--- src/rtl/lsu_pkg.sv ---
// ------------------------------------------------------------------
// lsu_pkg : shared types and constants for the load/store unit
// Rev 1.0
// ------------------------------------------------------------------
`default_nettype none

package lsu_pkg;

   typedef enum logic [1:0] {
      ST_IDLE = 2'd0,
      ST_REQ  = 2'd1,
      ST_RESP = 2'd2
   } lsu_state_e;

   localparam logic [2:0] F3_LB  = 3'b000;
   localparam logic [2:0] F3_LH  = 3'b001;
   localparam logic [2:0] F3_LW  = 3'b010;
   localparam logic [2:0] F3_LBU = 3'b100;
   localparam logic [2:0] F3_LHU = 3'b101;
   localparam logic [2:0] F3_SB  = 3'b000;
   localparam logic [2:0] F3_SH  = 3'b001;
   localparam logic [2:0] F3_SW  = 3'b010;

   localparam logic [3:0] BE_NONE    = 4'b0000;
   localparam logic [3:0] BE_BYTE0   = 4'b0001;
   localparam logic [3:0] BE_HALF_LO = 4'b0011;
   localparam logic [3:0] BE_HALF_HI = 4'b1100;
   localparam logic [3:0] BE_WORD    = 4'b1111;

   // True when funct3 is a legal access size for the direction and the address is naturally aligned.
   function automatic logic lsu_op_legal(input logic       is_store,
                                         input logic [2:0] funct3,
                                         input logic [1:0] addr_lo);
      logic ok;
      ok = 1'b0;
      if (is_store) begin
         case (funct3)
            F3_SB:   ok = 1'b1;
            F3_SH:   ok = ~addr_lo[0];
            F3_SW:   ok = (addr_lo == 2'b00);
            default: ok = 1'b0;
         endcase
      end else begin
         case (funct3)
            F3_LB, F3_LBU: ok = 1'b1;
            F3_LH, F3_LHU: ok = ~addr_lo[0];
            F3_LW:         ok = (addr_lo == 2'b00);
            default:       ok = 1'b0;
         endcase
      end
      return ok;
   endfunction

endpackage

`default_nettype wire

--- src/rtl/lsu_align.sv ---
// ------------------------------------------------------------------
// lsu_align : byte enables, store lane replication, load lane select/extend
// Rev 1.0
// ------------------------------------------------------------------
`default_nettype none

module lsu_align
   import lsu_pkg::*;
(
   input  logic [2:0]  funct3,
   input  logic [1:0]  addr_lo,
   input  logic [31:0] store_data,
   input  logic [31:0] read_word,
   output logic [3:0]  byte_en,
   output logic [31:0] store_lanes,
   output logic [31:0] load_data
);

   logic [7:0]  sel_byte;
   logic [15:0] sel_half;

   always_comb begin
      byte_en     = BE_NONE;
      store_lanes = '0;
      load_data   = '0;
      sel_byte    = read_word[{addr_lo, 3'b000} +: 8];
      sel_half    = addr_lo[1] ? read_word[31:16] : read_word[15:0];

      // funct3[1:0] is the access size; funct3[2] selects zero-extension for loads.
      case (funct3[1:0])
         2'b00: begin
            byte_en     = BE_BYTE0 << addr_lo;
            store_lanes = {4{store_data[7:0]}};
            load_data   = funct3[2] ? {24'd0, sel_byte} : {{24{sel_byte[7]}}, sel_byte};
         end
         2'b01: begin
            byte_en     = addr_lo[1] ? BE_HALF_HI : BE_HALF_LO;
            store_lanes = {2{store_data[15:0]}};
            load_data   = funct3[2] ? {16'd0, sel_half} : {{16{sel_half[15]}}, sel_half};
         end
         2'b10: begin
            byte_en     = BE_WORD;
            store_lanes = store_data;
            load_data   = read_word;
         end
         default: begin
            byte_en     = BE_NONE;
            store_lanes = '0;
            load_data   = '0;
         end
      endcase
   end

endmodule

`default_nettype wire

--- src/rtl/load_store_unit.sv ---
// ------------------------------------------------------------------
// load_store_unit : M-stage load/store sequencer with bus timeout
// Rev 1.0
// ------------------------------------------------------------------
`default_nettype none

module load_store_unit
   import lsu_pkg::*;
#(
   parameter int TIMEOUT_CYCLES = 64
) (
   input  logic        clock,
   input  logic        reset,
   input  logic        ls_valid,
   input  logic        ls_write,
   input  logic [2:0]  ls_funct3,
   input  logic [31:0] ls_addr,
   input  logic [31:0] ls_wdata,
   output logic        ls_stall,
   output logic        ls_done,
   output logic [31:0] ls_rdata,
   output logic        ls_fault,
   output logic        mem_req,
   output logic        mem_we,
   output logic [31:0] mem_addr,
   output logic [31:0] mem_wdata,
   output logic [3:0]  mem_be,
   input  logic        mem_ack,
   input  logic [31:0] mem_rdata
);

   localparam int              CNT_W    = $clog2(TIMEOUT_CYCLES + 1);
   localparam logic [CNT_W-1:0] CNT_LAST = CNT_W'(TIMEOUT_CYCLES - 1);

   lsu_state_e       state_q,  state_d;
   logic             write_q,  write_d;
   logic [2:0]       funct3_q, funct3_d;
   logic [31:0]      addr_q,   addr_d;
   logic [31:0]      wdata_q,  wdata_d;
   logic             fault_q,  fault_d;
   logic [31:0]      rdata_q,  rdata_d;
   logic [CNT_W-1:0] cnt_q,    cnt_d;

   logic [3:0]  align_be;
   logic [31:0] align_wdata;
   logic [31:0] align_ldata;

   lsu_align u_align (
      .funct3      (funct3_q),
      .addr_lo     (addr_q[1:0]),
      .store_data  (wdata_q),
      .read_word   (mem_rdata),
      .byte_en     (align_be),
      .store_lanes (align_wdata),
      .load_data   (align_ldata)
   );

   always_ff @(posedge clock) begin
      if (reset) begin
         state_q  <= ST_IDLE;
         write_q  <= 1'b0;
         funct3_q <= '0;
         addr_q   <= '0;
         wdata_q  <= '0;
         fault_q  <= 1'b0;
         rdata_q  <= '0;
         cnt_q    <= '0;
      end else begin
         state_q  <= state_d;
         write_q  <= write_d;
         funct3_q <= funct3_d;
         addr_q   <= addr_d;
         wdata_q  <= wdata_d;
         fault_q  <= fault_d;
         rdata_q  <= rdata_d;
         cnt_q    <= cnt_d;
      end
   end

   always_comb begin
      state_d   = state_q;
      write_d   = write_q;
      funct3_d  = funct3_q;
      addr_d    = addr_q;
      wdata_d   = wdata_q;
      fault_d   = fault_q;
      rdata_d   = rdata_q;
      cnt_d     = cnt_q;
      ls_stall  = 1'b0;
      ls_done   = 1'b0;
      ls_fault  = 1'b0;
      mem_req   = 1'b0;
      mem_we    = 1'b0;
      mem_addr  = '0;
      mem_wdata = '0;
      mem_be    = BE_NONE;

      case (state_q)
         ST_IDLE: begin
            if (ls_valid) begin
               ls_stall = 1'b1;
               write_d  = ls_write;
               funct3_d = ls_funct3;
               addr_d   = ls_addr;
               wdata_d  = ls_wdata;
               rdata_d  = '0;
               cnt_d    = '0;
               if (lsu_op_legal(ls_write, ls_funct3, ls_addr[1:0])) begin
                  fault_d = 1'b0;
                  state_d = ST_REQ;
               end else begin
                  fault_d = 1'b1;
                  state_d = ST_RESP;
               end
            end
         end
         ST_REQ: begin
            ls_stall  = 1'b1;
            mem_req   = 1'b1;
            mem_we    = write_q;
            mem_addr  = {addr_q[31:2], 2'b00};
            mem_wdata = align_wdata;
            mem_be    = align_be;
            // An ack in the final allowed cycle still completes the access cleanly.
            if (mem_ack) begin
               rdata_d = write_q ? 32'd0 : align_ldata;
               fault_d = 1'b0;
               state_d = ST_RESP;
            end else if (cnt_q == CNT_LAST) begin
               rdata_d = '0;
               fault_d = 1'b1;
               state_d = ST_RESP;
            end else begin
               cnt_d = cnt_q + CNT_W'(1);
            end
         end
         ST_RESP: begin
            ls_done  = 1'b1;
            ls_fault = fault_q;
            state_d  = ST_IDLE;
         end
         default: state_d = ST_IDLE;
      endcase
   end

   assign ls_rdata = rdata_q;

endmodule

`default_nettype wire

--- config.mk ---
export PLATFORM = sky130hd
export DESIGN_NAME = load_store_unit
export DESIGN_NICKNAME = d
export VERILOG_FILES = /design/src/rtl/lsu_pkg.sv /design/src/rtl/lsu_align.sv /design/src/rtl/load_store_unit.sv
export SDC_FILE = /design/constraint.sdc
export NUM_CORES = 1
export LEC_CHECK = 0
export CORE_MARGIN = 5
export CORE_UTILIZATION = 33
export CTS_CLUSTER_DIAMETER = 30
export CTS_CLUSTER_SIZE = 20
export DETAILED_ROUTE_END_ITERATION = 10
export SLEW_MARGIN = 20
export SYNTH_ARGS = -nofsm -noshare
export SYNTH_HDL_FRONTEND = slang
export SYNTH_SLANG_ARGS = --single-unit
--- constraint.sdc ---
create_clock -name clock -period 6 [get_ports clock]
set_clock_uncertainty 0.1 [all_clocks]
set_input_delay 0.9 -clock clock [delete_from_list [all_inputs] [get_ports clock]]
set_output_delay 0.9 -clock clock [all_outputs]
set_load 0.01 [all_outputs]
---- After elaboration in Yosys (flattened, before gate mapping) ----
Cells that the tools add are included.
storage, ports and cells
  memories ................................ 0
  output and inout bits ................... 105
  logic and storage cells ................. 76
  bits in read-only memories .............. 0
  latch bits .............................. 0
  register bits after elaboration ......... 110
  bits in writable memories ............... 0
cells by class
  reduce and logical (&&, ||, !) cells .... 11
  equal/unequal tests ..................... 13
  divide/modulo/power cells ............... 0
  magnitude comparators ................... 0
  bitwise logic cells ..................... 1
  $mul .................................... 0
  mux-type cells .......................... 40
  $add $sub $neg .......................... 1
  shift operators ......................... 2
operators with widths
  operator               count
  $mux W32               8
  $pmux W32 S3           2
  $pmux W32 S2           1
  $shiftx A32 B6 Y8      1
  $mux W7                3
  $mux W16               1
  $pmux W7 S2            1
  $mux W1                12
  $pmux W4 S3            1
  $mux W2                4
  $mux W4                2
  $add A7 B1 Y7 const B  1
  $eq A7 B6 Y1 const B   1
  $eq A3 B3 Y1 const B   2
  $logic_not A2 Y1       3
  $ne A2 B2 Y1 const B   3
  $pmux W1 S3            2
  $eq A2 B1 Y1 const B   2
  $eq A2 B2 Y1 const B   2
  $pmux W1 S2            2
  $pmux W2 S2            1
  $reduce_and A2 Y1      2
  $reduce_and A4 Y1      1
  $reduce_or A2 Y1       2
  other kinds (8)        8

---- Logic depth before layout (Yosys ltp) ----
  depth in word-level cells ............... 9
  depth in mapped cells ................... 7
  depth with buffers taken out ............ 5

---- Modules after synthesis ----
From an unflattened synthesis, not the netlist that was laid out.
second synthesis, totals
  cell total of the unflattened synthesis .. 700
  area, all modules ....................... 5,570.3 sq um
modules (own cells, without submodules)
  module           cells each  times used  area an instance (sq um)  seq. area each (sq um)
  load_store_unit  516         1           4,419.2                   2,202.1
  lsu_align        184         1           1,151.1                   0.0

---- Worst setup path after synthesis ----
No wires, ideal clock.
  kind .................................... reg-to-output
  start point ............................. reg funct3_q[1]
  end point ............................... out mem_wdata[25]
  path slack .............................. 3,497 ps
  required time ........................... 5,000 ps
  data arrival time ....................... 1,503 ps
  cell stages (with the launch flop) ...... 7
  cell sequence ........................... dfxtp_1 -> clkbuf_1 -> buf_2 -> buf_1 -> a21oi_1 -> a2bb2oi_1 -> nor2_1
between the ends
  cells in the longest elaborated chain, start to end .. 3
RTL lines
  what                                  RTL line               source
  start: declaration                    load_store_unit.sv:37  logic [2:0] funct3_q, funct3_d;
  start signal: assignment              load_store_unit.sv:71  funct3_q <= funct3_d;
  $eq A2 B2 Y1 (tied with other cells)  lsu_align.sv:30        case (funct3[1:0])
  $pmux W32 S3 *                        lsu_align.sv:30
  $mux W32 *                            load_store_unit.sv:98  case (state_q)
  end: declaration                      load_store_unit.sv:26  output logic [31:0] mem_wdata,
Mark *: on every way between the ends. The rest lies on a longest branch, timed or not.

---- Worst setup path after layout ----
  start point ............................. reg funct3_q[0]
  end point ............................... out mem_wdata[13]
The elaborated chain is that of the path after synthesis.

==> run summary <==
Number of setup violations in the final report: 0. IR analysis of the VDD net gives a maximum drop of 0.1469 mV. The top cell types in the final layout, fill and taps aside, are sky130_fd_sc_hd__clkdlybuf4s50_1, sky130_fd_sc_hd__nand2_1, sky130_fd_sc_hd__dfxtp_1, sky130_fd_sc_hd__a21oi_1, sky130_fd_sc_hd__nor2_1. The run gives 110 as the total number of clock tree sinks.

The critical path starts at funct3_q[0]. The tools report the root buffer cell as sky130_fd_sc_hd__clkbuf_16. The power share of the clock group was 0.373; the width of the die was 135.8 um. The routed length per placed instance was 16.76 um.

Setup repair after global routing left no endpoint under its margin. The final total negative setup slack came out at 0 ns. The wire-length estimate of the detail-placed layout is 12.99 mm.

The worst hold path begins at addr_q[28]. Routability-driven placement finished with a final weighted congestion of 0.8770. The shortest clock period the worst path allows after layout was 3.856 ns. Synthesis produced 682 cells. Walking the worst path, the cells encountered are nor2b_2 > or2_2 > a22oi_1 > nor2_1 > clkdlybuf4s50_1.

The area growth from synthesis to layout is 47.85%. Summed over all cells, the static leakage comes to 0.002885 uW. The first TritonRoute pass finished after 5 iterations.

The largest driver fanout on the critical path works out to 19. The reg-to-reg setup timing slack was 3.14 ns. For this design, the slowest cell found on the critical path is sky130_fd_sc_hd__nor2b_2.

The internal power of the cells totals 1275 uW. The Yosys warning count came out at 0. The critical path in this run is classified as register to primary output. In this run the vertical extent of the chip is 135.8 um. The run finished with clean final reports.

In the final design database the tool counted 955 nets. The total area inside the core boundary comes to 15710 um^2. For this block, the via count after detailed routing is 5374.

The total global-route track usage is 0.1878, and the register clock-pin slew on the reported worst setup and hold paths is 0.08 ns. The tools report the area of the mapped netlist as 5219 um^2. The logs give 0.172 for the combinational group share of total power and 0 for the number of gates resized after cts.

The clock tree buffer depth is 2. The worst setup path is launched from a register. The detailed router finished its first iteration with 332 violations. The fmax is 259.3 MHz. Wires add up to 17.96 mm. Once the clock tree was built, the setup fixing pass inserted 0 buffers.

The run gives 0 as the number of antenna violations at the first check in global routing. The logs give 3 for the number of H-tree levels and 0 for the max capacitance violation total. For the number of global-route vias before repair, the log shows 5286. The worst hold path terminates at addr_q[28]. The fraction of power spent switching nets came out at 0.2689.

Number of enable-type register cells in the synthesized netlist: 0. For the pin with the worst max-slew slack, the measured transition is 0.9146 ns. After detailed routing, the number of vias per cell comes to 5.018. The final hold violation count was 0. The kind of end point of the critical path was a primary output. After synthesis, the mean cell area works out to 7.652 um^2.

The run gives 0.3886 as the remaining max-slew budget at the tightest pin. Data on the critical path is required at its endpoint by 5.00 ns. Hold-critical path depth: 2. The dominant register cell in the synthesized netlist was sky130_fd_sc_hd__dfxtp_1. The areal power density over the cells came out at 226.0 nW/um^2. The logs give 0.3321 for the effective utilization at floorplan and 209 for the I/O pin count. Summed over all layers, the global routing overflow is 0. The sequential fraction of the synthesis area was 0.4220. Buffers inserted to repair hold after CTS numbered 0.

In this run the critical register-to-register path is captured at ls_rdata[29]. The number of synthesized register bits was 110; the wire length of the first global-routing pass was 27.79 mm. The run gives 0.35 ns as the clock latency at the later pin of the worst-skew pair.

The share of cells above drive strength 1 came out at 0.05497. In the final layout, flip-flops and latches occupy 2202 um^2. The proportion of synthesized flip-flops having asynchronous set or reset was 0. The most common cell after layout, fill and taps aside was sky130_fd_sc_hd__clkdlybuf4s50_1. Measured in cells, the most critical reg-to-reg path has a length of 6. TritonCTS built the clock tree.

For this run, design rule violations remaining after detail routing come to 0. The portion of the clock cycle consumed by the worst path in the final layout works out to 0.6427. For the count of distinct cell types in the synthesized netlist, the log shows 47. For the worst setup path, the data arrival time is 2.86 ns. The quantity of I/O buffers inserted on ports is 206, and the area taken by multi-input logic gates is 2774 um^2. In this run the remaining antenna-violating nets after routing total 0. Entering global routing, the biggest net connects 78 pins.

The switching power is 469.0 uW. The largest single stage delay on the critical path is 0.71 ns. Sequential power share: 0.455.

The post-layout total power came out at 1744 uW. The logs give 0 for the final max-slew violation count and 1523 for the number of fill cells in the layout. The total clock buffers created by CTS was 9. The startpoint identified for the worst register-to-register timing path is state_q[0].

The number of diodes is 0. The run gives 46 as the count of standard-cell rows. The min-delay analysis places its worst path in the category register to register.

The die covers 18430 um^2.
[final cells by class]
type                            instances  area share
Tap cell                              216     0.03503
Sequential cell                       110      0.2854
Clock buffer                            9     0.02919
Timing Repair Buffer                  214      0.2744
Inverter                                8    0.003892
Clock inverter                          7     0.01265
Multi-Input combinational cell        507      0.3595
[Yosys cell counts, types with 2 or more instances]
cell type	number	area share
sky130_fd_sc_hd__and2_1	33	0.040
sky130_fd_sc_hd__a22oi_1	8	0.012
sky130_fd_sc_hd__a21o_1	16	0.023
sky130_fd_sc_hd__or2_2	2	0.0024
sky130_fd_sc_hd__and3_1	8	0.0096
sky130_fd_sc_hd__a221o_1	7	0.013
sky130_fd_sc_hd__buf_1	14	0.010
sky130_fd_sc_hd__a311oi_1	2	0.0034
sky130_fd_sc_hd__a2bb2oi_1	8	0.013
sky130_fd_sc_hd__nor2_1	42	0.030
sky130_fd_sc_hd__o2bb2ai_1	8	0.013
sky130_fd_sc_hd__a31oi_1	17	0.020
sky130_fd_sc_hd__nor3_1	6	0.0058
sky130_fd_sc_hd__clkbuf_1	34	0.024
sky130_fd_sc_hd__or3_1	3	0.0036
sky130_fd_sc_hd__dfxtp_1	110	0.42
sky130_fd_sc_hd__nor2b_1	12	0.014
sky130_fd_sc_hd__a21oi_1	95	0.091
sky130_fd_sc_hd__nand3_1	27	0.026
sky130_fd_sc_hd__buf_4	2	0.0029
sky130_fd_sc_hd__a221oi_1	9	0.015
sky130_fd_sc_hd__o21ai_0	6	0.0058
sky130_fd_sc_hd__nand2b_1	2	0.0024
sky130_fd_sc_hd__nor3b_1	2	0.0029
sky130_fd_sc_hd__mux2_2	10	0.022
sky130_fd_sc_hd__buf_2	8	0.0077
sky130_fd_sc_hd__inv_1	7	0.0050
sky130_fd_sc_hd__nand3b_1	8	0.012
sky130_fd_sc_hd__nand2_1	158	0.11
[critical path: cells and delay by family (launching register included)]
family	cells	cell delay (ns)
and+or+nand+nor	3	1.15
buffers and inverters	1	0.55
AOI/OAI and AO/OA	1	0.11
DFF	1	0.70
[sequential cells by signal (all words and copies together), names as in the netlist]
| signal | flops |
|---|---|
| wdata_q | 32 |
| write_q | 1 |
| cnt_q | 7 |
| fault_q | 1 |
| addr_q | 32 |
| state_q | 2 |
| funct3_q | 3 |
| ls_rdata | 32 |
[worst max path at each step]
stage,end,slack [ns],depth (start not counted)
global route,mem_wdata[14],1.92,5
finish,mem_wdata[13],2.14,5
CTS,mem_wdata[11],1.81,5
floorplan,mem_wdata[25],3.50,6
detailed placement,mem_wdata[11],2.19,5
global placement,mem_wdata[8],2.32,5
[layer usage]
metal  up-vias  share of wire  GRT usage  wire [um]
li1       2685              -          -          -
met1      2484           0.44     0.2401       7836
met2       186           0.48     0.3100       8542
met3        19          0.071    0.05795       1266
met4         0          0.017    0.04591        310
met5         -              0          0          0
[cell families (layout without fill, tap and decap cells)]
logic type,Yosys count,count (layout),synth area share
and+or+nand+nor,308,308,0.2702
AOI/OAI and AO/OA,185,185,0.2280
DFF,110,110,0.4220
buffers and inverters,66,238,0.05083
muxes,11,11,0.02589
adders and majority gates,1,1,0.002397
other,1,2,0.0007186
[per-stage QoR]
step,utilization,area (um^2),worst slack [ns],std cells,hold slack (ns)
after detailed placement,0.4700,7385,2.192,1055,0.3440
after global placement,0.4700,7385,2.318,1055,0.3380
after floorplan,-,5223,3.497,683,0.3317
after CTS,0.4905,7707,1.807,1071,0.3541
after global routing,0.4911,7716,1.925,1071,0.3709
final,0.4911,7716,2.144,1071,0.3496
[power by group through the flow]
stage	logic [uW]	clock network [uW]	registers, uW
detailed placement	300	0	809
floorplan	170	0	799
global placement	295	0	809
finish	300	650	794
CTS	301	674	793
global route	330	698	798
No activity file was read; power rests on OpenSTA's default activity.
